**src/rtl/lsu_pkg.sv**
```systemverilog
// Shared constants, FSM state type and byte-enable helper for the load/store unit.
package lsu_pkg;
  localparam logic [2:0] F3_B  = 3'b000;
  localparam logic [2:0] F3_H  = 3'b001;
  localparam logic [2:0] F3_W  = 3'b010;
  localparam logic [2:0] F3_BU = 3'b100;
  localparam logic [2:0] F3_HU = 3'b101;

  typedef enum logic [1:0] {IDLE = 2'd0, REQ = 2'd1, RESP = 2'd2, DONE = 2'd3} lsu_state_t;

  function automatic logic [3:0] be_of(input logic [2:0] f3, input logic [1:0] off);
    case (f3)
      F3_B, F3_BU: be_of = 4'b0001 << off;
      F3_H, F3_HU: be_of = 4'b0011 << {off[1], 1'b0};
      F3_W:        be_of = 4'b1111;
      default:     be_of = 4'b0000;
    endcase
  endfunction
endpackage

```
**src/rtl/lsu_align.sv**
```systemverilog
// Size/sign decode: byte enables, store lane replication, load lane extraction.
module lsu_align import lsu_pkg::*; (
  input  logic [2:0]  funct3,
  input  logic [1:0]  off,
  input  logic        we,
  input  logic [31:0] wdata,
  input  logic [31:0] rword,
  output logic [1:0]  off_al,
  output logic [3:0]  be,
  output logic [31:0] wrep,
  output logic [31:0] rext,
  output logic        misal,
  output logic        illegal
);
  logic [7:0]  b;
  logic [15:0] h;

  always_comb begin
    off_al  = off;
    misal   = 1'b0;
    illegal = 1'b0;
    wrep    = wdata;
    case (funct3)
      F3_B, F3_BU: wrep = {4{wdata[7:0]}};
      F3_H, F3_HU: begin
        misal  = off[0];
        off_al = {off[1], 1'b0};
        wrep   = {2{wdata[15:0]}};
      end
      F3_W: begin
        misal  = |off;
        off_al = 2'b00;
      end
      default: illegal = 1'b1;
    endcase
    // unsigned variants have no store form
    if (we && funct3[2]) illegal = 1'b1;
    be = be_of(funct3, off_al);
    b  = rword[{off_al, 3'b000} +: 8];
    h  = off_al[1] ? rword[31:16] : rword[15:0];
    case (funct3)
      F3_B:    rext = {{24{b[7]}}, b};
      F3_BU:   rext = {24'd0, b};
      F3_H:    rext = {{16{h[15]}}, h};
      F3_HU:   rext = {16'd0, h};
      F3_W:    rext = rword;
      default: rext = 32'd0;
    endcase
  end
endmodule

```
**src/rtl/lsu.sv**
```systemverilog
// Load/store unit: holds the core while one access runs on a valid/ready memory bus.
// LSU_MISALIGN_TRAP_EN: misaligned accesses are trapped instead of force-aligned.
module lsu import lsu_pkg::*; #(
  parameter int ADDR_W  = 32,
  parameter int TIMEOUT = 0
) (
  input  logic              clk,
  input  logic              reset,
  input  logic              req,
  input  logic              we,
  input  logic [2:0]        funct3,
  input  logic [ADDR_W-1:0] addr,
  input  logic [31:0]       wdata,
  output logic [31:0]       rdata,
  output logic              stall,
  output logic              done,
  output logic              misaligned,
  output logic              err,
  output logic              bus_valid,
  input  logic              bus_ready,
  output logic              bus_we,
  output logic [ADDR_W-1:0] bus_addr,
  output logic [3:0]        bus_be,
  output logic [31:0]       bus_wdata,
  input  logic              bus_rvalid,
  input  logic [31:0]       bus_rdata
);
`ifdef LSU_MISALIGN_TRAP_EN
  localparam bit TRAP = 1'b1;
`else
  localparam bit TRAP = 1'b0;
`endif

  lsu_state_t        state;
  logic              we_q, mis_q, err_q;
  logic [2:0]        f3_q;
  logic [1:0]        off_q;
  logic [ADDR_W-1:0] addr_q;
  logic [3:0]        be_q;
  logic [31:0]       wd_q, rdata_q, cnt;

  logic        idle, misal, illegal, bad, tmo;
  logic [2:0]  f3_m;
  logic [1:0]  off_m, off_al;
  logic [3:0]  be;
  logic [31:0] wrep, rext;

  // one decoder serves both request capture (IDLE) and load extraction (RESP)
  assign idle  = (state == IDLE);
  assign f3_m  = idle ? funct3 : f3_q;
  assign off_m = idle ? addr[1:0] : off_q;

  lsu_align u_align (
    .funct3 (f3_m),
    .off    (off_m),
    .we     (we),
    .wdata  (wdata),
    .rword  (bus_rdata),
    .off_al (off_al),
    .be     (be),
    .wrep   (wrep),
    .rext   (rext),
    .misal  (misal),
    .illegal(illegal)
  );

  assign bad = illegal | (TRAP & misal);
  assign tmo = (TIMEOUT > 0) && (cnt + 32'd1 == 32'(TIMEOUT));

  always_ff @(posedge clk or posedge reset) begin
    if (reset) begin
      state   <= IDLE;
      we_q    <= 1'b0;
      f3_q    <= 3'd0;
      off_q   <= 2'd0;
      addr_q  <= '0;
      be_q    <= 4'd0;
      wd_q    <= 32'd0;
      rdata_q <= 32'd0;
      mis_q   <= 1'b0;
      err_q   <= 1'b0;
      cnt     <= 32'd0;
    end else begin
      case (state)
        IDLE: if (req) begin
          we_q    <= we;
          f3_q    <= funct3;
          off_q   <= off_al;
          addr_q  <= {addr[ADDR_W-1:2], 2'b00};
          be_q    <= be;
          wd_q    <= wrep;
          rdata_q <= 32'd0;
          err_q   <= 1'b0;
          mis_q   <= bad;
          cnt     <= 32'd0;
          state   <= bad ? DONE : REQ;
        end
        REQ: begin
          cnt <= cnt + 32'd1;
          if (bus_ready) state <= we_q ? DONE : RESP;
          else if (tmo) begin
            err_q <= 1'b1;
            state <= DONE;
          end
        end
        RESP: begin
          cnt <= cnt + 32'd1;
          if (bus_rvalid) begin
            rdata_q <= rext;
            state   <= DONE;
          end else if (tmo) begin
            err_q <= 1'b1;
            state <= DONE;
          end
        end
        default: state <= IDLE;
      endcase
    end
  end

  assign stall      = (idle & req) | (state == REQ) | (state == RESP);
  assign done       = (state == DONE);
  assign bus_valid  = (state == REQ);
  assign bus_we     = we_q;
  assign bus_addr   = addr_q;
  assign bus_be     = be_q;
  assign bus_wdata  = wd_q;
  assign rdata      = rdata_q;
  assign misaligned = mis_q;
  assign err        = err_q;
endmodule

```
**config.mk**
```make
export PLATFORM = sky130hd
export DESIGN_NAME = lsu
export DESIGN_NICKNAME = d
export VERILOG_FILES = /design/src/rtl/lsu_pkg.sv /design/src/rtl/lsu_align.sv /design/src/rtl/lsu.sv
export SDC_FILE = /design/constraint.sdc
export NUM_CORES = 1
export LEC_CHECK = 0
export ABC_AREA = 1
export CAP_MARGIN = 10
export CELL_PAD_IN_SITES_DETAIL_PLACEMENT = 1
export CELL_PAD_IN_SITES_GLOBAL_PLACEMENT = 2
export CORE_AREA = 4 4 165 167
export CTS_CLUSTER_SIZE = 20
export DETAILED_ROUTE_END_ITERATION = 8
export DIE_AREA = 0 0 169 171
export PLACE_DENSITY_LB_ADDON = 0.1
export SETUP_SLACK_MARGIN = 0.15
export SYNTH_ARGS = -nofsm -noshare
export SYNTH_HDL_FRONTEND = slang
export SYNTH_HIERARCHICAL = 1
export SYNTH_SLANG_ARGS = --single-unit
export TNS_END_PERCENT = 100
```
**constraint.sdc**
```tcl
create_clock -name clk -period 4.7 [get_ports clk]
set_clock_uncertainty 0.2 [all_clocks]
set_input_delay 0.94 -clock clk [delete_from_list [all_inputs] [get_ports clk]]
set_output_delay 0.94 -clock clk [all_outputs]
set_load 0.05 [all_outputs]
```
==> impl_results.html, run 1 <==
<table>
<tr><th>Metric</th><th>Value</th></tr>
<tr><th colspan="2">Detailed routing</th></tr>
<tr><td>Met2 WL post-DR</td><td>11,600 um</td></tr>
<tr><td>M1 WL</td><td>10,100 um</td></tr>
<tr><td>Post-detailed-route count of antenna-violating nets</td><td>0</td></tr>
<tr><td>Routed wire length on met3</td><td>1610 um</td></tr>
<tr><td>DR top layer</td><td>met5</td></tr>
<tr><td>DRC errors left</td><td>0</td></tr>
<tr><td>Wirelength, routed</td><td>23,500 um</td></tr>
<tr><td>Total via count after detailed routing</td><td>6,048</td></tr>
<tr><td>Detailed-router iteration count before antenna repair</td><td>5</td></tr>
<tr><td>Via-per-instance ratio</td><td>4.36</td></tr>
<tr><td>Initial DRC Count</td><td>220</td></tr>
<tr><td>Wire per inst</td><td>17.0 um</td></tr>
<tr><th colspan="2">Timing</th></tr>
<tr><td>Hold violation count in the final report</td><td>0</td></tr>
<tr><td>WHS</td><td>274 ps</td></tr>
<tr><td>Total negative slack for setup checks</td><td>0 ps</td></tr>
<tr><td>Tightest Pin Transition</td><td>851 ps</td></tr>
<tr><td>Highest clock rate</td><td>274 MHz</td></tr>
<tr><td>Number of setup violations in the final report</td><td>0</td></tr>
<tr><td>Remaining max-slew budget at the tightest pin</td><td>0.433</td></tr>
<tr><td>Final clock period utilization by the worst path</td><td>0.775</td></tr>
<tr><td>RSZ-0062 raised after global routing</td><td>false</td></tr>
<tr><td>Pins Over Slew Limit</td><td>0</td></tr>
<tr><td>Time the worst path needs with I/O delays and setup</td><td>3640 ps</td></tr>
<tr><th colspan="2">Power</th></tr>
<tr><td>Leak Pwr</td><td>0.00459 uW</td></tr>
<tr><td>Max IR drop VDD</td><td>0.236 mV</td></tr>
<tr><td>Total power divided by cell area</td><td>829 mW/mm^2</td></tr>
<tr><th colspan="2">Clock network</th></tr>
<tr><td>Clock edge transition at the registers on the reported setup and hold paths</td><td>90 ps</td></tr>
<tr><td>Clock buffers created by TritonCTS</td><td>9</td></tr>
<tr><td>Max clock buf depth</td><td>2</td></tr>
<tr><td>Setup repair bufs after CTS</td><td>0</td></tr>
<tr><td>CTS tree</td><td>yes</td></tr>
<tr><td>Root Buffer</td><td>sky130_fd_sc_hd__clkbuf_16</td></tr>
<tr><td>Num Clock Sinks</td><td>107</td></tr>
<tr><td>Number of hold-repair buffers added at the cts stage</td><td>0</td></tr>
<tr><td>Count of instances resized after the clock tree is built</td><td>0</td></tr>
<tr><td>Clk Latency, worst-skew pair</td><td>360 ps</td></tr>
<tr><td>Maximum level of the CTS H-tree</td><td>3</td></tr>
<tr><th colspan="2">Floorplanning</th></tr>
<tr><td>Overall die area</td><td>0.0289 sq mm</td></tr>
<tr><td>Core Area</td><td>0.0258 sq mm</td></tr>
<tr><td>Initial Utilization</td><td>0.238</td></tr>
<tr><td>Die X-Extent</td><td>169 um</td></tr>
<tr><td>Vertical die dimension</td><td>171 um</td></tr>
<tr><td>Top-Level Pins</td><td>211</td></tr>
<tr><td>Site Rows</td><td>59</td></tr>
<tr><th colspan="2">Status</th></tr>
<tr><td>Status</td><td>complete, no violations</td></tr>
<tr><th colspan="2">Placement</th></tr>
<tr><td>Number of input and output port buffers inserted</td><td>207</td></tr>
<tr><td>Placed wire-length estimate</td><td>17,100 um</td></tr>
<tr><td>Placer congestion estimate</td><td>0.746</td></tr>
<tr><td>Placed Cells</td><td>1,370</td></tr>
<tr><th colspan="2">Global route</th></tr>
<tr><td>Overall global routing resource usage</td><td>0.163</td></tr>
<tr><td>Initial antenna violation count</td><td>1</td></tr>
<tr><td>Global-route wire length before repair</td><td>37,000 um</td></tr>
<tr><td>Number of global-route vias before repair</td><td>6,449</td></tr>
<tr><td>Global-route congestion overflow total</td><td>0</td></tr>
<tr><td>Largest net degree at the start of global routing</td><td>77</td></tr>
<tr><th colspan="2">Layout</th></tr>
<tr><td>Final antenna diode count</td><td>0</td></tr>
<tr><td>Non-filler cells in the finished layout</td><td>1,386</td></tr>
<tr><td>Signed area change from the synthesized netlist to the final layout</td><td>41.3%</td></tr>
<tr><td>Post-layout utilization of the core</td><td>0.336</td></tr>
<tr><td>Count of fill cells added during filler insertion</td><td>3,144</td></tr>
<tr><td>Nets</td><td>1,157</td></tr>
<tr><td>Share of layout cells above drive strength 1</td><td>0.0685</td></tr>
<tr><th colspan="2">Run</th></tr>
<tr><td>Number of max-cap violations</td><td>0</td></tr>
<tr><th colspan="2">Critical path</th></tr>
<tr><td>Type of the worst setup path</td><td>flop to output pin</td></tr>
<tr><td>Required time at the worst-slack endpoint</td><td>3560 ps</td></tr>
<tr><td>Critical path buffer and inverter count</td><td>3</td></tr>
<tr><td>Crit-path max cell delay</td><td>830 ps</td></tr>
<tr><td>Arrival time at the worst endpoint</td><td>2500 ps</td></tr>
<tr><td>CP startpoint kind</td><td>flop</td></tr>
<tr><td>Category of the worst setup path capture point</td><td>output pin</td></tr>
<tr><td>Worst path slowest cell</td><td>sky130_fd_sc_hd__clkdlybuf4s50_1</td></tr>
<tr><td>Cell family contributing the most delay on the critical path</td><td>buffers and inverters</td></tr>
<tr><td>Cell breakdown of the critical path</td><td>inv_1 &gt; ha_2 &gt; buf_4 &gt; nand2_2 &gt; nand2_1 &gt; clkdlybuf4s50_1</td></tr>
<tr><td>Worst Path Max Fanout</td><td>32</td></tr>
<tr><th colspan="2">Synthesis</th></tr>
<tr><td>Synthesis warning total</td><td>6</td></tr>
<tr><td>Post-Synthesis Cells</td><td>877</td></tr>
<tr><td>Syn Std Cell Area</td><td>0.00613 sq mm</td></tr>
<tr><td>Average instance area after synthesis</td><td>6.99 sq um</td></tr>
<tr><th colspan="2">Worst hold path</th></tr>
<tr><td>Type of the tightest min-delay check</td><td>flop to flop</td></tr>
</table>
area by class of cell:
type | count | area [sq um] | area share
clock inverters | 6 | 48.8 | 0.00563
multi-input cells | 630 | 2800 | 0.324
repair buffers | 220 | 2180 | 0.251
well taps | 335 | 419 | 0.0484
clock buffers | 10 | 239 | 0.0276
flip-flops and latches | 107 | 2680 | 0.309
inverters | 78 | 298 | 0.0344
through the flow:
step / setup slack, ps / power [uW] / area [sq um]
2_1_floorplan: 743 / 4960 / 6140
3_3_place_gp: 998 / 6480 / 8370
3_5_place_dp: 929 / 6500 / 8370
4_1_cts: 985 / 7330 / 8660
5_1_grt: 863 / 7790 / 8660
6_report: 1060 / 7180 / 8660
metal layers:
| metal | global-route usage | vias up |
|---|---|---|
| met1 | 0.199 | 2875 |
| met4 | 0.0357 | 2 |
| li1 | - | 3021 |
| met2 | 0.283 | 130 |
| met5 | 0 | - |
| met3 | 0.0527 | 20 |
placed cells by master, fill, tap and decap left out, drive strengths merged, types with 5 or more instances in the layout:
| cell type | n |
|---|---|
| a21oi | 5 |
| buf | 14 |
| clkbuf | 10 |
| clkdlybuf4s50 | 206 |
| dfrtp | 107 |
| ha | 6 |
| inv | 78 |
| nand2 | 432 |
| nand3 | 114 |
| nor2 | 26 |
| o211ai | 6 |
| o21ai | 27 |
| o31ai | 5 |
state kept, by name (all words and copies together), names as in the netlist:
name and flops:
rdata 32, off_q 2, state 2, bus_be 4
bus_addr 30, bus_wdata 32, bus_we 1, f3_q 3
misaligned 1
power by group:
group / leakage (uW) / switching (uW) / total, uW / internal (uW)
Sequential: 0.00138 / 227 / 1550 / 1320
Clock: 0.000137 / 411 / 792 / 381
Combinational: 0.00307 / 3380 / 4840 / 1460
Total: 0.00459 / 4020 / 7180 / 3160
tightest hold or removal path, delay by kind of cell, from the launching register on:
kind,cells,cell delay [ps]
flops,1,350
simple gates,2,90
final timing paths:
| check | slack [ps] | endpoint | start | cells past startpoint |
|---|---|---|---|---|
| min in group asynchronous | 880 | rdata[20]$_DFFE_PP0P_ | reset | 2 |
| max in group asynchronous | 2620 | bus_wdata[11]$_DFFE_PP0P_ | reset | 3 |
| hold reg to reg | 270 | rdata[22]$_DFFE_PP0P_ | rdata[22]$_DFFE_PP0P_ | 2 |
| setup / recovery | 1060 | stall | state[0]$_DFFE_PP0P_ | 6 |
| setup reg to reg | 1420 | rdata[27]$_DFFE_PP0P_ | state[0]$_DFFE_PP0P_ | 17 |
| hold / removal | 270 | rdata[22]$_DFFE_PP0P_ | rdata[22]$_DFFE_PP0P_ | 2 |
(Power assumes the default switching activity.)
==> run 2, diff against run 1 <==
--- a/config.mk
+++ b/config.mk
@@ -9,10 +9,10 @@
 export CAP_MARGIN = 10
 export CELL_PAD_IN_SITES_DETAIL_PLACEMENT = 1
 export CELL_PAD_IN_SITES_GLOBAL_PLACEMENT = 2
-export CORE_AREA = 4 4 165 167
+export CORE_AREA = 4 4 173 175
 export CTS_CLUSTER_SIZE = 20
 export DETAILED_ROUTE_END_ITERATION = 8
-export DIE_AREA = 0 0 169 171
+export DIE_AREA = 0 0 177 179
 export PLACE_DENSITY_LB_ADDON = 0.1
 export SETUP_SLACK_MARGIN = 0.15
 export SYNTH_ARGS = -nofsm -noshare
==> constraint.sdc (replaced) <==
create_clock -name clk -period 3.2 [get_ports clk]
set_clock_uncertainty 0.2 [all_clocks]
set_input_delay 0.64 -clock clk [delete_from_list [all_inputs] [get_ports clk]]
set_output_delay 0.64 -clock clk [all_outputs]
set_load 0.05 [all_outputs]
==> run 2 against run 1 <==
  * Flip-flop and latch count stayed put
  * Clock power is 63% higher
  * Combinational power is 56% higher
  * Non-clock buffer count is 19 higher
  * Routed wire length is 3.8% higher
  * First-iteration DRC count is 12% lower
  * Critical path depth is 12 higher
  * Sequential power is 46% higher
  * Design area is 3.6% higher
  * Largest cell class unchanged
==> impl_results.html, run 2 (same netlist as run 1, synthesis figures left out) <==
<table>
<tr><th>Metric</th><th>Value</th></tr>
<tr><th colspan="2">Timing</th></tr>
<tr><td>RSZ-0062 raised after global routing</td><td>true (was false)</td></tr>
<tr><td>Remaining max-slew budget at the tightest pin</td><td>0.418 (was 0.433)</td></tr>
<tr><td>Highest clock rate</td><td>357 MHz</td></tr>
<tr><td>Number of setup violations in the final report</td><td>0 (unchanged)</td></tr>
<tr><td>Final clock period utilization by the worst path</td><td>0.876</td></tr>
<tr><td>Hold violation count in the final report</td><td>0 (unchanged)</td></tr>
<tr><td>Worst setup slack after layout</td><td>396 ps (was 1060 ps)</td></tr>
<tr><td>Tightest Pin Transition</td><td>873 ps (was 851 ps)</td></tr>
<tr><td>Time the worst path needs with I/O delays and setup</td><td>2800 ps</td></tr>
<tr><td>Pins Over Slew Limit</td><td>0 (unchanged)</td></tr>
<tr><td>Total negative slack for setup checks</td><td>0 ps (unchanged)</td></tr>
<tr><th colspan="2">Power</th></tr>
<tr><td>Max IR drop VDD</td><td>0.377 mV (was 0.236 mV)</td></tr>
<tr><td>Total power divided by cell area</td><td>1240 mW/mm^2 (was 829 mW/mm^2)</td></tr>
<tr><td>Leak Pwr</td><td>0.00473 uW (was 0.00459 uW)</td></tr>
<tr><th colspan="2">Clock network</th></tr>
<tr><td>Number of hold-repair buffers added at the cts stage</td><td>0 (unchanged)</td></tr>
<tr><td>Maximum level of the CTS H-tree</td><td>3 (unchanged)</td></tr>
<tr><td>CTS tree</td><td>yes (unchanged)</td></tr>
<tr><td>Clock edge transition at the registers on the reported setup and hold paths</td><td>90 ps (about the same)</td></tr>
<tr><td>Root Buffer</td><td>sky130_fd_sc_hd__clkbuf_16 (unchanged)</td></tr>
<tr><td>Num Clock Sinks</td><td>107 (unchanged)</td></tr>
<tr><td>Clock buffers created by TritonCTS</td><td>9 (unchanged)</td></tr>
<tr><td>Max clock buf depth</td><td>2 (unchanged)</td></tr>
<tr><td>Clk Latency, worst-skew pair</td><td>360 ps (about the same)</td></tr>
<tr><th colspan="2">Layout</th></tr>
<tr><td>Commonest non-fill, non-tap cell in the layout</td><td>sky130_fd_sc_hd__nand2_1 (unchanged)</td></tr>
<tr><td>Area occupied by multi-input gates</td><td>0.00282 sq mm (was 0.00280 sq mm)</td></tr>
<tr><td>Final antenna diode count</td><td>0 (unchanged)</td></tr>
<tr><td>Nets</td><td>1,176 (was 1,157)</td></tr>
<tr><td>Non-filler cells in the finished layout</td><td>1,454 (was 1,386)</td></tr>
<tr><td>Signed area change from the synthesized netlist to the final layout</td><td>46.4% (was 41.3%)</td></tr>
<tr><td>Count of fill cells added during filler insertion</td><td>3,470 (was 3,144)</td></tr>
<tr><td>Share of layout cells above drive strength 1</td><td>0.0888 (was 0.0685)</td></tr>
<tr><td>Final cell area excluding filler cells</td><td>0.00898 sq mm (was 0.00866 sq mm)</td></tr>
<tr><td>Commonest non-fill, non-tap cells in the layout</td><td>sky130_fd_sc_hd__nand2_1 (399), sky130_fd_sc_hd__clkdlybuf4s50_1 (205), sky130_fd_sc_hd__nand3_1 (113), sky130_fd_sc_hd__dfrtp_1 (107), sky130_fd_sc_hd__inv_1 (73) (was sky130_fd_sc_hd__nand2_1 (400), sky130_fd_sc_hd__clkdlybuf4s50_1 (206), sky130_fd_sc_hd__nand3_1 (113), sky130_fd_sc_hd__dfrtp_1 (107), sky130_fd_sc_hd__inv_1 (73))</td></tr>
<tr><td>Total area of sequential cells</td><td>0.00268 sq mm (unchanged)</td></tr>
<tr><td>Post-layout utilization of the core</td><td>0.315 (was 0.336)</td></tr>
<tr><th colspan="2">Detailed routing</th></tr>
<tr><td>Wirelength, routed</td><td>24,400 um (was 23,500 um)</td></tr>
<tr><td>Via-per-instance ratio</td><td>4.20 (was 4.36)</td></tr>
<tr><td>Detailed-router iteration count before antenna repair</td><td>4 (was 5)</td></tr>
<tr><td>Post-detailed-route count of antenna-violating nets</td><td>0 (unchanged)</td></tr>
<tr><td>Wire per inst</td><td>16.8 um (was 17.0 um)</td></tr>
<tr><td>DRC errors left</td><td>0 (unchanged)</td></tr>
<tr><td>Total via count after detailed routing</td><td>6,102 (was 6,048)</td></tr>
<tr><td>Initial DRC Count</td><td>193 (was 220)</td></tr>
<tr><th colspan="2">Critical path</th></tr>
<tr><td>Worst Path Max Fanout</td><td>16 (was 32)</td></tr>
<tr><td>Category of the worst setup path capture point</td><td>flop (was output pin)</td></tr>
<tr><td>Type of the worst setup path</td><td>flop to flop (was flop to output pin)</td></tr>
<tr><td>CP startpoint kind</td><td>flop (unchanged)</td></tr>
<tr><td>Arrival time at the worst endpoint</td><td>2900 ps (was 2500 ps)</td></tr>
<tr><td>Beginning of the worst register-to-register path</td><td>state[0]$_DFFE_PP0P_ (unchanged)</td></tr>
<tr><td>Worst Reg2Reg Path Length in Cells</td><td>18 (was 17)</td></tr>
<tr><td>Required time at the worst-slack endpoint</td><td>3300 ps (was 3560 ps)</td></tr>
<tr><td>Critical path launch point</td><td>state[0]$_DFFE_PP0P_ (unchanged)</td></tr>
<tr><th colspan="2">Worst hold path</th></tr>
<tr><td>Number of cells traversed by the worst hold path</td><td>2 (unchanged)</td></tr>
<tr><td>Type of the tightest min-delay check</td><td>flop to flop (unchanged)</td></tr>
<tr><td>Hold path startpoint</td><td>rdata[10]$_DFFE_PP0P_ (was rdata[22]$_DFFE_PP0P_)</td></tr>
<tr><th colspan="2">Floorplanning</th></tr>
<tr><td>Initial Utilization</td><td>0.215 (was 0.238)</td></tr>
<tr><td>Overall die area</td><td>0.0317 sq mm (was 0.0289 sq mm)</td></tr>
<tr><td>Top-Level Pins</td><td>211 (unchanged)</td></tr>
<tr><td>Core Area</td><td>0.0285 sq mm (was 0.0258 sq mm)</td></tr>
<tr><td>Die X-Extent</td><td>177 um (was 169 um)</td></tr>
<tr><td>Site Rows</td><td>62 (was 59)</td></tr>
<tr><td>Vertical die dimension</td><td>179 um (was 171 um)</td></tr>
<tr><th colspan="2">Placement</th></tr>
<tr><td>Placer congestion estimate</td><td>0.781 (was 0.746)</td></tr>
<tr><td>Number of input and output port buffers inserted</td><td>207 (unchanged)</td></tr>
<tr><td>Dpl cell area</td><td>0.00859 sq mm (was 0.00837 sq mm)</td></tr>
<tr><td>Placed wire-length estimate</td><td>17,200 um (was 17,100 um)</td></tr>
<tr><td>Worst Setup Slack post-DPL</td><td>-67.3 ps (was 929 ps)</td></tr>
<tr><td>Placed Cells</td><td>1,437 (was 1,370)</td></tr>
<tr><th colspan="2">Global route</th></tr>
<tr><td>Overall global routing resource usage</td><td>0.155 (was 0.163)</td></tr>
<tr><td>Initial antenna violation count</td><td>2 (was 1)</td></tr>
<tr><td>Number of global-route vias before repair</td><td>6,457 (was 6,449)</td></tr>
<tr><td>Largest net degree at the start of global routing</td><td>108 (was 77)</td></tr>
<tr><td>Global-route wire length before repair</td><td>37,900 um (was 37,000 um)</td></tr>
<tr><td>Global-route congestion overflow total</td><td>0 (unchanged)</td></tr>
<tr><th colspan="2">Status</th></tr>
<tr><td>Status</td><td>complete, no violations (unchanged)</td></tr>
<tr><th colspan="2">Run</th></tr>
<tr><td>Number of max-cap violations</td><td>0 (unchanged)</td></tr>
</table>
run 2: area by class of cell:
| class | instances | area share |
|---|---|---|
| Tap cell | 384 | 0.0535 |
| Multi-Input combinational cell | 630 | 0.315 |
| Inverter | 78 | 0.0333 |
| Sequential cell | 107 | 0.298 |
| Timing Repair Buffer | 239 | 0.264 |
| Clock inverter | 7 | 0.0114 |
| Clock buffer | 9 | 0.0251 |
run 2: power breakdown:
group / total, uW / internal [uW] / switching, uW
combinational: 7540 / 2430 / 5110
sequential: 2270 / 1940 / 326
clock: 1290 / 643 / 643
run 2: layer usage:
| metal | global-route usage | share of wire |
|---|---|---|
| met1 | 0.195 | 0.44 |
| met2 | 0.263 | 0.49 |
| met3 | 0.0479 | 0.063 |
| met4 | 0.0309 | 0.0075 |
| met5 | 0 | 0.0011 |
run 2: final timing paths:
| kind | end | slack (ps) |
|---|---|---|
| min | rdata[10]$_DFFE_PP0P_ | 270 |
| min reg2reg | rdata[10]$_DFFE_PP0P_ | 270 |
| max | rdata[23]$_DFFE_PP0P_ | 400 |
| min in group asynchronous | bus_wdata[19]$_DFFE_PP0P_ | 500 |
| max in group asynchronous | rdata[17]$_DFFE_PP0P_ | 1630 |
| max reg2reg | rdata[23]$_DFFE_PP0P_ | 400 |
run 2: critical path, stage by stage, from the launching register on:
cell                      delay (ps)
sky130_fd_sc_hd__dfrtp_1         440
sky130_fd_sc_hd__inv_1           130
sky130_fd_sc_hd__ha_2            290
sky130_fd_sc_hd__inv_2           150
sky130_fd_sc_hd__o21ai_1         270
sky130_fd_sc_hd__nor2_2           90
sky130_fd_sc_hd__nand2_4         120
sky130_fd_sc_hd__nand2_4         110
sky130_fd_sc_hd__inv_2           110
sky130_fd_sc_hd__nand2_1          60
sky130_fd_sc_hd__nand2_1         120
sky130_fd_sc_hd__nand2_4         150
sky130_fd_sc_hd__nand2_1         100
sky130_fd_sc_hd__inv_1            50
sky130_fd_sc_hd__nand2_1          60
sky130_fd_sc_hd__nand2_1          60
sky130_fd_sc_hd__inv_1            80
sky130_fd_sc_hd__nand3_1          80
sky130_fd_sc_hd__nand2_1          90
run 2: repair_timing:
item	in CTS	in global routing
buffers inserted	0	0
endpoints found under the setup margin	0	34
resized for setup	0	8
run 2: stage by stage:
step                      power, uW  hold slack [ps]
after floorplan                7280              242
after global placement         9880              254
after detailed placement       9890              257
after CTS                     11200              278
after global routing          12000              294
final                         11100              272
